[config.mk]
export PLATFORM = sky130hd
export DESIGN_NAME = tl_sensor_cond
export DESIGN_NICKNAME = d
export VERILOG_FILES = /design/src/rtl/tl_sensor_cond.sv
export SDC_FILE = /design/constraint.sdc
export NUM_CORES = 1
export LEC_CHECK = 0
export ABC_AREA = 1
export ABC_CLOCK_PERIOD_IN_PS = 1850
export CAP_MARGIN = 15
export CORE_MARGIN = 4
export CORE_UTILIZATION = 45
export DETAILED_ROUTE_END_ITERATION = 6
export MAX_ROUTING_LAYER = met4
export PLACE_DENSITY = 0.79
export SLEW_MARGIN = 20
export SYNTH_ARGS = -nofsm -noshare
export SYNTH_HDL_FRONTEND = slang
export SYNTH_SLANG_ARGS = --single-unit
[constraint.sdc]
create_clock -name clk -period 1.85 [get_ports clk]
set_input_delay 0.185 -clock clk [delete_from_list [all_inputs] [get_ports clk]]
set_output_delay 0.185 -clock clk [all_outputs]
set_load 0.05 [all_outputs]
[src/rtl/tl_sensor_cond.sv]
// -----------------------------------------------------------------------------
// tl_sensor_cond
//   Conditions the raw vehicle-detector loops of street A and street B and
//   keeps a per-street count of queued cars. Ta/Tb tell the downstream light
//   controller that traffic is waiting. La/Lb are read back so that cars can be
//   retired while their street shows green.
//
//   Light code: 2'b00 green, 2'b01 yellow, 2'b10 red, 2'b11 treated as red.
//
// Build option
//   TL_SENSOR_DEBOUNCE_EN
//     defined   : each street uses a debounce FSM and counts one arrival per
//                 stable low->high transition.
//     undefined : no debounce. An arrival is the rising edge of the
//                 synchronized detector level.
//   The pass timer, saturation and overflow flags are the same in both builds.
//
// Parameters
//   DEB_CYCLES   consecutive cycles a level must differ before the debounced
//                state flips (>= 1)
//   PASS_CYCLES  green cycles needed to retire one queued car (>= 1)
//   CNT_W        width of each queue counter
//
// Ports
//   clk      in   1      system clock, rising edge
//   reset_n  in   1      asynchronous, active-low reset
//   raw_a    in   1      street A detector, asynchronous, may bounce
//   raw_b    in   1      street B detector, asynchronous, may bounce
//   La       in   2      street A light
//   Lb       in   2      street B light
//   Ta       out  1      street A traffic present (cnt_a != 0)
//   Tb       out  1      street B traffic present (cnt_b != 0)
//   cnt_a    out  CNT_W  street A queued-car count
//   cnt_b    out  CNT_W  street B queued-car count
//   ovf_a    out  1      sticky: street A arrival lost at saturation
//   ovf_b    out  1      sticky: street B arrival lost at saturation
// -----------------------------------------------------------------------------

// -----------------------------------------------------------------------------
// tl_sensor_chan
//   One street: two-flop synchronizer, arrival detection, pass timer and the
//   saturating queue counter.
//
//   Ports
//     clk, reset_n  clock and asynchronous active-low reset
//     raw           detector input, asynchronous
//     light         this street's light code
//     cnt           queued-car count
//     ovf           sticky saturation flag
//
//   Debounce FSM (only with TL_SENSOR_DEBOUNCE_EN)
//     state      | meaning
//     -----------+--------------------------------------------------------
//     S_LOW      | debounced level is 0, waiting for the input to go high
//     S_RISE_CHK | input high, counting towards DEB_CYCLES high samples
//     S_HIGH     | debounced level is 1 (arrival already counted)
//     S_FALL_CHK | input low, counting towards DEB_CYCLES low samples
// -----------------------------------------------------------------------------
module tl_sensor_chan #(
`ifdef TL_SENSOR_DEBOUNCE_EN
  parameter int DEB_CYCLES  = 4,
`endif
  parameter int PASS_CYCLES = 3,
  parameter int CNT_W       = 4
) (
  input  logic             clk,
  input  logic             reset_n,
  input  logic             raw,
  input  logic [1:0]       light,
  output logic [CNT_W-1:0] cnt,
  output logic             ovf
);

  localparam int PT_W = (PASS_CYCLES > 1) ? $clog2(PASS_CYCLES) : 1;
  localparam logic [PT_W-1:0] PASS_LAST = PT_W'(PASS_CYCLES - 1);
  localparam logic [CNT_W-1:0] CNT_MAX = '1;

  // ---------------------------------------------------------------------------
  // Synchronizer
  // ---------------------------------------------------------------------------
  logic sync1_q, sync1_d;
  logic sync2_q, sync2_d;

  always_comb begin
    sync1_d = raw;
    sync2_d = sync1_q;
  end

  always_ff @(posedge clk or negedge reset_n) begin
    if (!reset_n) begin
      sync1_q <= 1'b0;
      sync2_q <= 1'b0;
    end else begin
      sync1_q <= sync1_d;
      sync2_q <= sync2_d;
    end
  end

  logic arrival;

`ifdef TL_SENSOR_DEBOUNCE_EN
  // ---------------------------------------------------------------------------
  // Debounce FSM
  //   The transition out of S_LOW (or S_HIGH) already counts as the first of
  //   the DEB_CYCLES samples, so the down-counter is loaded with DEB_CYCLES-2
  //   and the terminal count (0) marks the last required sample.
  // ---------------------------------------------------------------------------
  typedef enum logic [1:0] {
    S_LOW      = 2'd0,
    S_RISE_CHK = 2'd1,
    S_HIGH     = 2'd2,
    S_FALL_CHK = 2'd3
  } deb_state_e;

  localparam int DC_W = (DEB_CYCLES > 2) ? $clog2(DEB_CYCLES - 1) : 1;
  localparam logic [DC_W-1:0] DEB_LOAD = DC_W'((DEB_CYCLES > 1) ? DEB_CYCLES - 2 : 0);
  localparam bit DEB_ONE = (DEB_CYCLES == 1);

  deb_state_e      state_q, state_d;
  logic [DC_W-1:0] deb_cnt_q, deb_cnt_d;

  always_ff @(posedge clk or negedge reset_n) begin
    if (!reset_n) begin
      state_q   <= S_LOW;
      deb_cnt_q <= '0;
    end else begin
      state_q   <= state_d;
      deb_cnt_q <= deb_cnt_d;
    end
  end

  always_comb begin
    state_d   = state_q;
    deb_cnt_d = deb_cnt_q;
    case (state_q)
      S_LOW: begin
        if (sync2_q) begin
          if (DEB_ONE) begin
            state_d = S_HIGH;
          end else begin
            state_d   = S_RISE_CHK;
            deb_cnt_d = DEB_LOAD;
          end
        end
      end
      S_RISE_CHK: begin
        if (!sync2_q) begin
          state_d   = S_LOW;
          deb_cnt_d = '0;
        end else if (deb_cnt_q == '0) begin
          state_d = S_HIGH;
        end else begin
          deb_cnt_d = deb_cnt_q - DC_W'(1);
        end
      end
      S_HIGH: begin
        if (!sync2_q) begin
          if (DEB_ONE) begin
            state_d = S_LOW;
          end else begin
            state_d   = S_FALL_CHK;
            deb_cnt_d = DEB_LOAD;
          end
        end
      end
      S_FALL_CHK: begin
        if (sync2_q) begin
          state_d   = S_HIGH;
          deb_cnt_d = '0;
        end else if (deb_cnt_q == '0) begin
          state_d = S_LOW;
        end else begin
          deb_cnt_d = deb_cnt_q - DC_W'(1);
        end
      end
      default: begin
        state_d   = S_LOW;
        deb_cnt_d = '0;
      end
    endcase
  end

  // The edge that moves the FSM into S_HIGH is the arrival event.
  always_comb begin
    arrival = 1'b0;
    case (state_q)
      S_LOW:      arrival = DEB_ONE && sync2_q;
      S_RISE_CHK: arrival = sync2_q && (deb_cnt_q == '0);
      default:    arrival = 1'b0;
    endcase
  end
`else
  // ---------------------------------------------------------------------------
  // No debounce: every rising edge of the synchronized level is an arrival.
  // ---------------------------------------------------------------------------
  logic sync2_dly_q, sync2_dly_d;

  always_comb begin
    sync2_dly_d = sync2_q;
  end

  always_ff @(posedge clk or negedge reset_n) begin
    if (!reset_n) begin
      sync2_dly_q <= 1'b0;
    end else begin
      sync2_dly_q <= sync2_dly_d;
    end
  end

  always_comb begin
    arrival = sync2_q & ~sync2_dly_q;
  end
`endif

  // ---------------------------------------------------------------------------
  // Pass timer and queue counter
  //   The timer only advances while the light is green and a car is queued;
  //   any other light discards partial progress. A departure therefore always
  //   has cnt != 0, so the decrement cannot underflow.
  // ---------------------------------------------------------------------------
  logic [PT_W-1:0]  timer_q, timer_d;
  logic [CNT_W-1:0] cnt_q, cnt_d;
  logic             ovf_q, ovf_d;
  logic             running;
  logic             departure;

  always_comb begin
    running   = (light == 2'b00) && (cnt_q != '0);
    departure = running && (timer_q == PASS_LAST);
    timer_d   = (running && !departure) ? timer_q + PT_W'(1) : '0;

    cnt_d = cnt_q;
    ovf_d = ovf_q;
    case ({arrival, departure})
      2'b10: begin
        if (cnt_q == CNT_MAX) begin
          ovf_d = 1'b1;
        end else begin
          cnt_d = cnt_q + CNT_W'(1);
        end
      end
      2'b01:   cnt_d = cnt_q - CNT_W'(1);
      default: cnt_d = cnt_q;
    endcase
  end

  always_ff @(posedge clk or negedge reset_n) begin
    if (!reset_n) begin
      timer_q <= '0;
      cnt_q   <= '0;
      ovf_q   <= 1'b0;
    end else begin
      timer_q <= timer_d;
      cnt_q   <= cnt_d;
      ovf_q   <= ovf_d;
    end
  end

  assign cnt = cnt_q;
  assign ovf = ovf_q;

endmodule

// -----------------------------------------------------------------------------
// Top level: two identical, independent street channels.
// -----------------------------------------------------------------------------
module tl_sensor_cond #(
  parameter int DEB_CYCLES  = 4,
  parameter int PASS_CYCLES = 3,
  parameter int CNT_W       = 4
) (
  input  logic             clk,
  input  logic             reset_n,
  input  logic             raw_a,
  input  logic             raw_b,
  input  logic [1:0]       La,
  input  logic [1:0]       Lb,
  output logic             Ta,
  output logic             Tb,
  output logic [CNT_W-1:0] cnt_a,
  output logic [CNT_W-1:0] cnt_b,
  output logic             ovf_a,
  output logic             ovf_b
);

  if (DEB_CYCLES < 1 || PASS_CYCLES < 1 || CNT_W < 1) begin : g_param_check
    $error("tl_sensor_cond: DEB_CYCLES, PASS_CYCLES and CNT_W must all be >= 1");
  end

  tl_sensor_chan #(
`ifdef TL_SENSOR_DEBOUNCE_EN
    .DEB_CYCLES  (DEB_CYCLES),
`endif
    .PASS_CYCLES (PASS_CYCLES),
    .CNT_W       (CNT_W)
  ) u_chan_a (
    .clk     (clk),
    .reset_n (reset_n),
    .raw     (raw_a),
    .light   (La),
    .cnt     (cnt_a),
    .ovf     (ovf_a)
  );

  tl_sensor_chan #(
`ifdef TL_SENSOR_DEBOUNCE_EN
    .DEB_CYCLES  (DEB_CYCLES),
`endif
    .PASS_CYCLES (PASS_CYCLES),
    .CNT_W       (CNT_W)
  ) u_chan_b (
    .clk     (clk),
    .reset_n (reset_n),
    .raw     (raw_b),
    .light   (Lb),
    .cnt     (cnt_b),
    .ovf     (ovf_b)
  );

  assign Ta = (cnt_a != '0);
  assign Tb = (cnt_b != '0);

endmodule

==> summary.md <==
| Metric | Value |
|---|---|
| Outcome | `finished, final reports clean` |
| Slew HR | `66.9%` |
| Syn Std Cell Area | `1070 um2` |
| Max Cap Viol | `0` |
| Crit path cell chain | `inv_1, ha_2, nand4_4, xor2_1, ha_2, or2_4, o21ai_2, nand2_1, xor2_1, inv_1` |
| Synth warnings | `0` |
| DIE WIDTH | `56.8 um` |
| Commonest non-fill, non-tap cell in the layout | `nand2_1` |
| Crit share post-route | `96.5%` |
| Sequential share of the synthesized area | `46.7%` |
| Min-delay worst type | `in -> async` |
| Cell variety after synth | `28` |
| Clock period minus worst slack | `1.78 ns` |
| Core area | `2230 um2` |
| DIE HEIGHT | `56.8 um` |
| Initial antenna violation count | `0` |
| HPWL after detailed placement | `1510 um` |
| Final Power | `2220 uW` |
| Highest-count cells in the layout ignoring fill and taps | `21 x nand2_1, 17 x inv_1, 17 x clkdlybuf4s50_1, 12 x dfrtp_1, 11 x buf_4` |
| Mapped Nets | `124` |
| Post-detailed-route via-to-cell ratio | `4.68` |
| Worst-skew pair later-pin latency | `0.29 ns` |
| Number of vias in the routed layout | `809` |
| All-Layer GR Usage | `12.4%` |
| WS Path Type | `reg -> reg` |
| Critical Path RT | `2.04 ns` |
| Syn_area_per_cell | `9.56 um2` |
| Cts bufs inserted | `3` |
| Detailed-route DRC error count | `0` |
| H-tree Lvls | `1` |
| Initial Util | `48.0%` |
| Pwr Density | `1530 nW/um2` |
| Number of global-route vias before repair | `738` |
| GPL Wtd Cong | `0.820` |
| Rows | `17` |
| Clock Skew | `0.000939 ns` |
| Final wirelength | `1920 um` |
| CTS clk-pin slew, worst paths | `0.10 ns` |
| NumNets Final | `158` |
| Nature of the critical path endpoint | `register` |
| Final Max Tran Viols | `0` |
| Worst-path fanout max | `3` |
| Critical Path Max Stage Delay | `0.39 ns` |
| Area Growth Syn to Fin | `34.9%` |
| Fmax achieved | `0.560 GHz` |
| CTS sink cnt | `20` |
| Leakage | `0.000683 uW` |
| Pin count of the biggest net entering global routing | `21` |
| Worst hold slack | `0.211 ns` |
| Crit path max-delay cell type | `dfrtp_1` |
| Clock root cell | `clkbuf_4` |
| Worst path bufs/invs | `2` |
| Worst path arrival time | `1.98 ns` |
| CTS tree | `yes` |
| Peak supply drop | `760 uV` |
| Wirelength per Cell | `11.1 um` |
| PortBufs | `19` |
| Mapped Cells | `112` |
| Final Setup Violations | `0` |
| Number of antenna cells inserted | `0` |
| Layout cell share with drive strength beyond 1 | `33.8%` |
| Gr ovfl total | `0` |
| Critical Path Start Type | `register` |
| Actual slew at the worst max-slew pin | `0.494 ns` |
| DRT antenna net count | `0` |
| IO Pins | `20` |
| Starting DRC count in detailed routing | `16` |
| Top delay family on crit path | `flip-flops` |
| Clock tree buffer depth | `2` |
| FF+latch count, synth | `20` |
| Final Hold Vio Count | `0` |
| Unrepaired setup endpoints after global routing | `true` |
| Global-route wire length before repair | `3100 um` |
| Die area | `3220 um2` |
| TritonRoute pass-1 iters | `4` |
-- per-stage QoR --
stage	setup TNS, ns	instance area [um2]	utilization (%)	worst slack, ns	cells
finish	0	1450	64.7	0.0654	173
global route	-0.0596	1450	64.7	-0.0596	173
CTS	0	1400	62.7	0.00987	168
detailed placement	-0.181	1370	61.2	-0.181	164
global placement	-0.0741	1370	61.2	-0.0741	164
floorplan	-0.134	1110	-	-0.134	112
-- cells by family (layout without fill, tap and decap cells) --
kind of cell / after synthesis / count (layout) / synth area share, %
xor+xnor: 7 / 7 / 5.72
fa+ha+maj: 4 / 4 / 4.67
simple gates: 54 / 54 / 31.2
compound gates: 7 / 7 / 4.67
flops: 20 / 20 / 46.7
buf+inv: 20 / 53 / 7.01
-- synthesized netlist by cell type, drive strengths merged --
cell type,instances,area (um2)
a31o,1,8.76
a41o,1,10.0
clkinv,1,3.75
dfrtp,20,500
ha,4,50.1
inv,19,71.3
nand2,28,133
nand3,5,37.5
nand3b,2,15.0
nand4,3,46.3
nor2,12,65.1
nor3,1,10.0
nor4,1,12.5
o21ai,4,23.8
o21bai,1,7.51
or2,2,15.0
xnor2,1,8.76
xor2,6,52.6
-- worst reg2reg max path: cells and delay by family (launching register included) --
kind,cells,cell delay (ns)
buf+inv,2,0.11
flops,1,0.39
compound gates,1,0.10
xor+xnor,2,0.30
simple gates,3,0.39
fa+ha+maj,2,0.38
-- state kept, by name, summed over array words and instances (netlist names) --
signal                cells
u_chan_a.cnt              4
u_chan_b.cnt              4
u_chan_a.timer_q          2
u_chan_b.timer_q          2
u_chan_a.ovf              1
u_chan_a.sync1_q          1
u_chan_a.sync2_dly_d      1
u_chan_a.sync2_dly_q      1
u_chan_b.ovf              1
u_chan_b.sync1_q          1
u_chan_b.sync2_dly_d      1
u_chan_b.sync2_dly_q      1
-- layout make-up --
class | count | area, um2
inverters | 20 | 75.1
well taps | 28 | 35.0
fillers | 181 | 788
flip-flops and latches | 20 | 510
multi-input cells | 72 | 527
repair buffers | 29 | 262
clock buffers | 4 | 36.3
-- power breakdown --
group | internal, uW | leakage [uW] | switching [uW] | total (uW)
registers | 569 | 0.000238 | 156 | 725
clock network | 120 | 0.0000210 | 122 | 241
logic | 462 | 0.000425 | 788 | 1250
-- what timing repair did --
item                       CTS  global route
setup endpoints to repair    1             1
setup buffers                0             5
gates resized for setup      1             2
pin swaps                    0             2
hold buffers                 0             0
-- final timing paths --
kind / startpoint / end / slack (ns) / cells past startpoint
max: u_chan_b.timer_q[0] / u_chan_b.cnt[2] / 0.07 / 10
min: reset_n / u_chan_b.cnt[3] / 0.21 / 2
max reg2reg: u_chan_b.timer_q[0] / u_chan_b.cnt[2] / 0.07 / 10
min reg2reg: u_chan_b.sync1_q / u_chan_b.sync2_dly_d / 0.36 / 0
max in group asynchronous: reset_n / u_chan_a.cnt[3] / 1.43 / 2
min in group clk: raw_a / u_chan_a.sync1_q / 0.32 / 1
-- layer usage --
metal / GRT usage (%) / share of wire (%) / vias up / wire length (um)
li1: - / - / 416 / -
met1: 15.1 / 44 / 379 / 841
met2: 20.1 / 51 / 14 / 979
met3: 5.06 / 5.3 / 0 / 102
met4: 0.993 / 0 / 0 / 0
met5: - / 0 / - / 0
Power figures use the tool's default switching activity.
